===== config.mk =====
export PLATFORM = sky130hd
export DESIGN_NAME = fmps_write_link
export DESIGN_NICKNAME = d
export VERILOG_FILES = /design/src/rtl/fmps_pkg.sv /design/src/rtl/fmps_write_link.sv
export SDC_FILE = /design/constraint.sdc
export NUM_CORES = 1
export LEC_CHECK = 0
export ABC_AREA = 1
export BUFFER_PORTS_ARGS = -buffer_cell sky130_fd_sc_hd__buf_2
export CORE_MARGIN = 1.5
export CORE_UTILIZATION = 45
export DETAILED_ROUTE_END_ITERATION = 7
export PLACE_DENSITY = 0.68
export RECOVER_POWER = 100
export SLEW_MARGIN = 10
export SYNTH_ARGS = -nofsm -noshare
export SYNTH_HDL_FRONTEND = slang
export SYNTH_SLANG_ARGS = --single-unit
export TNS_END_PERCENT = 1

===== constraint.sdc =====
create_clock -name auroraClk -period 3.4 [get_ports auroraClk]
set_clock_uncertainty 0.1 [all_clocks]
set_input_delay 0.51 -clock auroraClk [delete_from_list [all_inputs] [get_ports auroraClk]]
set_output_delay 0.51 -clock auroraClk [all_outputs]
set_load 0.01 [all_outputs]

===== src/rtl/fmps_pkg.sv =====
// Shared FMPS field layout and link types, used by both the FMPS writer and reader.
package fmps_pkg;

    localparam int INDEX_WIDTH = 5;
    localparam logic [15:0] DEFAULT_HEADER_MAGIC = 16'hB6CF;

    // Header word index field
    localparam int HDR_INDEX_LSB = 10;
    localparam int HDR_INDEX_MSB = 14;

    // Data word fields
    localparam int FLAG_FMPS2CC_BIT = 31;
    localparam int FLAG_CC2CC_BIT   = 30;
    localparam int RESERVED_BIT     = 29;
    localparam int DATA_INDEX_LSB   = 24;
    localparam int DATA_INDEX_MSB   = 28;
    localparam int DATA_LSB         = 8;
    localparam int DATA_MSB         = 23;
    localparam int CYCLE_LSB        = 0;
    localparam int CYCLE_MSB        = 7;

    typedef enum logic [1:0] {
        ST_IDLE,
        ST_HEADER,
        ST_DATA
    } linkState_t;

    function automatic logic [31:0] makeHeader(input logic [15:0] magic,
                                               input logic [INDEX_WIDTH-1:0] index);
        logic [31:0] word;
        word = '0;
        word[31:16] = magic;
        word[HDR_INDEX_MSB:HDR_INDEX_LSB] = index;
        return word;
    endfunction

endpackage


===== src/rtl/fmps_write_link.sv =====
// Captures an FMPS snapshot on each fast-acquisition strobe and streams it
// out as a two-word AXI-stream packet, with one snapshot of buffering.
module fmps_write_link
    import fmps_pkg::*;
#(
    parameter logic [15:0] HEADER_MAGIC = DEFAULT_HEADER_MAGIC
) (
    input  logic                   auroraClk,
    input  logic                   auroraReset,
    input  logic                   FAstrobe,
    input  logic                   channelUp,
    input  logic                   enable,
    input  logic [INDEX_WIDTH-1:0] fmpsIndex,
    input  logic [15:0]            fmpsData,
    input  logic                   invalidFMPS2CC,
    input  logic                   invalidCC2CC,
    output logic [31:0]            TDATA,
    output logic                   TVALID,
    output logic                   TLAST,
    input  logic                   TREADY,
    output logic [7:0]             cycleCounter,
    output logic [15:0]            overrunCount,
    output logic                   busy
);

    linkState_t  state, stateNext;
    logic [31:0] curSnap, curSnapNext;
    logic [31:0] pendSnap, pendSnapNext;
    logic        pendValid, pendValidNext;
    logic [31:0] newSnap;
    logic [7:0]  cycleNext;
    logic        capture, handshake, launch, overrunHit;

    assign cycleNext = cycleCounter + 8'd1;
    assign capture   = FAstrobe & enable & channelUp;
    assign handshake = TVALID & TREADY;
    // A new packet may start from IDLE or straight off the final data beat.
    assign launch    = (state == ST_IDLE) || ((state == ST_DATA) && handshake);

    always_comb begin
        newSnap = '0;
        newSnap[FLAG_FMPS2CC_BIT]               = invalidFMPS2CC;
        newSnap[FLAG_CC2CC_BIT]                 = invalidCC2CC;
        newSnap[RESERVED_BIT]                   = 1'b0;
        newSnap[DATA_INDEX_MSB:DATA_INDEX_LSB]  = fmpsIndex;
        newSnap[DATA_MSB:DATA_LSB]              = fmpsData;
        newSnap[CYCLE_MSB:CYCLE_LSB]            = cycleNext;
    end

    always_comb begin
        // NOTE: every output of this block gets a default first, so no path infers a latch.
        stateNext     = state;
        curSnapNext   = curSnap;
        pendSnapNext  = pendSnap;
        pendValidNext = pendValid;
        overrunHit    = 1'b0;

        if (!channelUp) begin
            stateNext     = ST_IDLE;
            pendValidNext = 1'b0;
        end else if (launch) begin
            if (pendValid) begin
                stateNext     = ST_HEADER;
                curSnapNext   = pendSnap;
                pendValidNext = capture;
                if (capture) pendSnapNext = newSnap;
            end else if (capture) begin
                stateNext   = ST_HEADER;
                curSnapNext = newSnap;
            end else begin
                stateNext = ST_IDLE;
            end
        end else begin
            if ((state == ST_HEADER) && handshake) stateNext = ST_DATA;
            if (capture) begin
                if (!pendValid) begin
                    pendSnapNext  = newSnap;
                    pendValidNext = 1'b1;
                end else begin
                    overrunHit = 1'b1;
                end
            end
        end
    end

    always_ff @(posedge auroraClk) begin
        // NOTE: sequential state uses non-blocking assignments only.
        if (auroraReset) begin
            state        <= ST_IDLE;
            pendValid    <= 1'b0;
            cycleCounter <= '0;
            overrunCount <= '0;
        end else begin
            state     <= stateNext;
            pendValid <= pendValidNext;
            if (FAstrobe) cycleCounter <= cycleNext;
            if (overrunHit && (overrunCount != 16'hFFFF)) overrunCount <= overrunCount + 16'd1;
        end
    end

    // NOTE: snapshot registers are only observed when state/pendValid say so, so they carry no reset.
    always_ff @(posedge auroraClk) begin
        curSnap  <= curSnapNext;
        pendSnap <= pendSnapNext;
    end

    assign TVALID = (state != ST_IDLE);
    assign busy   = (state != ST_IDLE);
    assign TLAST  = (state == ST_DATA);
    assign TDATA  = (state == ST_HEADER) ? makeHeader(HEADER_MAGIC, curSnap[DATA_INDEX_MSB:DATA_INDEX_LSB]) :
                    (state == ST_DATA)   ? curSnap : 32'h0;

endmodule


==> run metrics <==
outcome complete, but fails checks; failing checks capacitance limit, slew limit; leakage 1.905 nW; CP arrival 2.49 ns; 1st-pass router iterations 4; total track usage 0.1816; Fill cells 835; Clk network pwr share 0.366; Crit Path Max Fanout 31; io pins 88; Crit. Startpoint state[1]; Gate power share 0.048; vias in the first global route 3044; Mapped Area 4081 um^2; clk sink count 89; nets 583; WP data required 3.26 ns; Placer Congestion 0.7975; first-pass GRT wire length 13860 um; die area 9650 um^2; GR Util met2 0.3077; Reg2Reg Setup Slack 0.77 ns; antenna-violating nets left 0; Syn Inst Count 465; M1 GR Usage 0.2243; Most Used Layer, Global Route met2; RR Startpoint state[1]; Hold-fix buffers, CTS 0; Remaining Overflow, GRT 0; Core Area 8763 um^2; synthesis-stage register bit count 89; largest net degree at the start of global routing 34; slew margin rel. -0.08798; layout cell share with drive strength beyond 1 0.08079; CTS HTree Levels 3; RSZ-0062 raised after global routing false; Max IR drop VDD 187.4 uV; Syn-to-layout area delta 15.02%; setup bufs post-CTS 0; CTS tree built; Std-Cell Rows 34; initial antenna violation count 0; synth warn 0; Net Sw Frac 0.2303; drt first-iter violations 111; Routed WL 8327 um; hold_ws 0.2357 ns; final instance area 4695 um^2; setup TNS 0 ns; hold_sp fmpsData[0]; Net Count, Synth 496; Vias/cell 4.798; number of diodes 0; Clock transition at path regs 0.09 ns; max_cap viols 1; CTS resizes 0; DRC Markers 0; Max clock buf depth 2; DIE WIDTH 98.24 um; PD cells 430.8 nW/um^2; hpwl dp 5892 um; Slew Limit Fails 32; post-synth cell types 26; HP Class in2reg; Setup violations, final 0; clk root buf clkbuf_8; Final Hold Vio Count 0; met3 Resource Use GR 0.03078; Avg WL per Cell 12.52 um; Worst-Margin Slew 1.632 ns; switching pwr 0.4658 mW; register area share after synthesis 0.5886; Mean Syn Cell Area 8.777 um^2; Buffers on Ports 87; Tot Pwr 2.022 mW; Flop pwr share 0.585; critical path type reg2reg; Tcrit/Tclk final 0.7731; internal power 1.557 mW; Util after Layout 0.5357; initial core utilization 0.4657; total CTS buffers 9; Final Critical Period 2.628 ns; Setup crit start kind register; fmax 380.5 MHz; crit path capture type register; clk_lat worst skew 0.36 ns; vias 3191; Die Ht 98.24 um; area of placed instances 4619 um^2
## metrics by stage
stage                     std cells  setup slack (ns)
final                           665            0.7715
after floorplan                 465            0.4406
after global routing            665            0.5236
after detailed placement        649             1.193
after global placement          649             1.269
after CTS                       665             1.137
## cell usage after synthesis, drive strengths merged
master | instances | share of area
a211oi | 1 | 0.0018
a21oi | 20 | 0.035
and2 | 1 | 0.0015
buf | 5 | 0.0098
clkbuf | 11 | 0.010
clkinv | 1 | 0.00092
dfxtp | 27 | 0.13
edfxtp | 62 | 0.46
ha | 2 | 0.0061
inv | 54 | 0.050
nand2 | 173 | 0.16
nand3 | 15 | 0.018
nand3b | 1 | 0.0018
nand4 | 7 | 0.011
nor2 | 52 | 0.052
o21ai | 22 | 0.028
xnor2 | 3 | 0.0064
xor2 | 8 | 0.017
## cell families after synthesis
family | count (synthesis) | synth area share
xor+xnor | 11 | 0.02361
flops | 89 | 0.5886
compound gates | 43 | 0.06438
simple gates | 249 | 0.2468
fa+ha+maj | 2 | 0.006130
buf+inv | 71 | 0.07051
## sequential cells by signal, summed over array words and instances, names as in the netlist
signal and count:
pendValid 1, state 2, pendSnap 31, cycleCounter 8, overrunCount 16, curSnap 31
## power by group through the flow
stage	Clock, mW	Combinational [mW]	Sequential, mW
finish	0.741	0.0974	1.18
floorplan	0	0.0541	1.21
detailed placement	0	0.106	1.21
CTS	0.755	0.106	1.18
global route	0.799	0.112	1.19
global placement	0	0.103	1.21
## path summary, 6_finish.rpt
kind                            cells past startpoint     endpoint
worst max-delay path                                4  curSnap[30]
worst min-delay path                                1  pendSnap[8]
worst max register to register                      4  curSnap[30]
worst min register to register                      2   curSnap[2]
## critical path: stages (launching register included)
cell	delay [ns]
dfxtp_1	0.35
a21oi_1	0.37
nand3_1	0.15
inv_1	0.08
clkbuf_1	1.18
## cell usage in the layout (no fill, tap or decap), types with 4 or more instances in the layout
| cell type | n |
|---|---|
| dfxtp_1 | 27 |
| buf_2 | 7 |
| a21oi_2 | 10 |
| nand2_1 | 169 |
| edfxtp_1 | 62 |
| xor2_1 | 8 |
| clkbuf_8 | 9 |
| nor2_1 | 48 |
| a21oi_1 | 10 |
| clkbuf_1 | 83 |
| nand2_2 | 4 |
| o21ai_0 | 21 |
| nand3_1 | 15 |
| nand4_1 | 7 |
| inv_1 | 53 |
## routing by layer
| layer | vias up | share of wire |
|---|---|---|
| met5 | - | 0 |
| met2 | 103 | 0.47 |
| met4 | 0 | 0.027 |
| li1 | 1649 | - |
| met1 | 1423 | 0.44 |
| met3 | 16 | 0.062 |
## final cells by class
cell class	instances	area, um^2	share of cell area
Sequential cell	89	2402	0.5117
Clock inverter	6	75.07	0.01599
Timing Repair Buffer	92	365.4	0.07783
Multi-Input combinational cell	305	1383	0.2945
Clock buffer	10	127.6	0.02719
Inverter	55	206.4	0.04398
Tap cell	108	135.1	0.02878
Power figures use the tool's default switching activity.
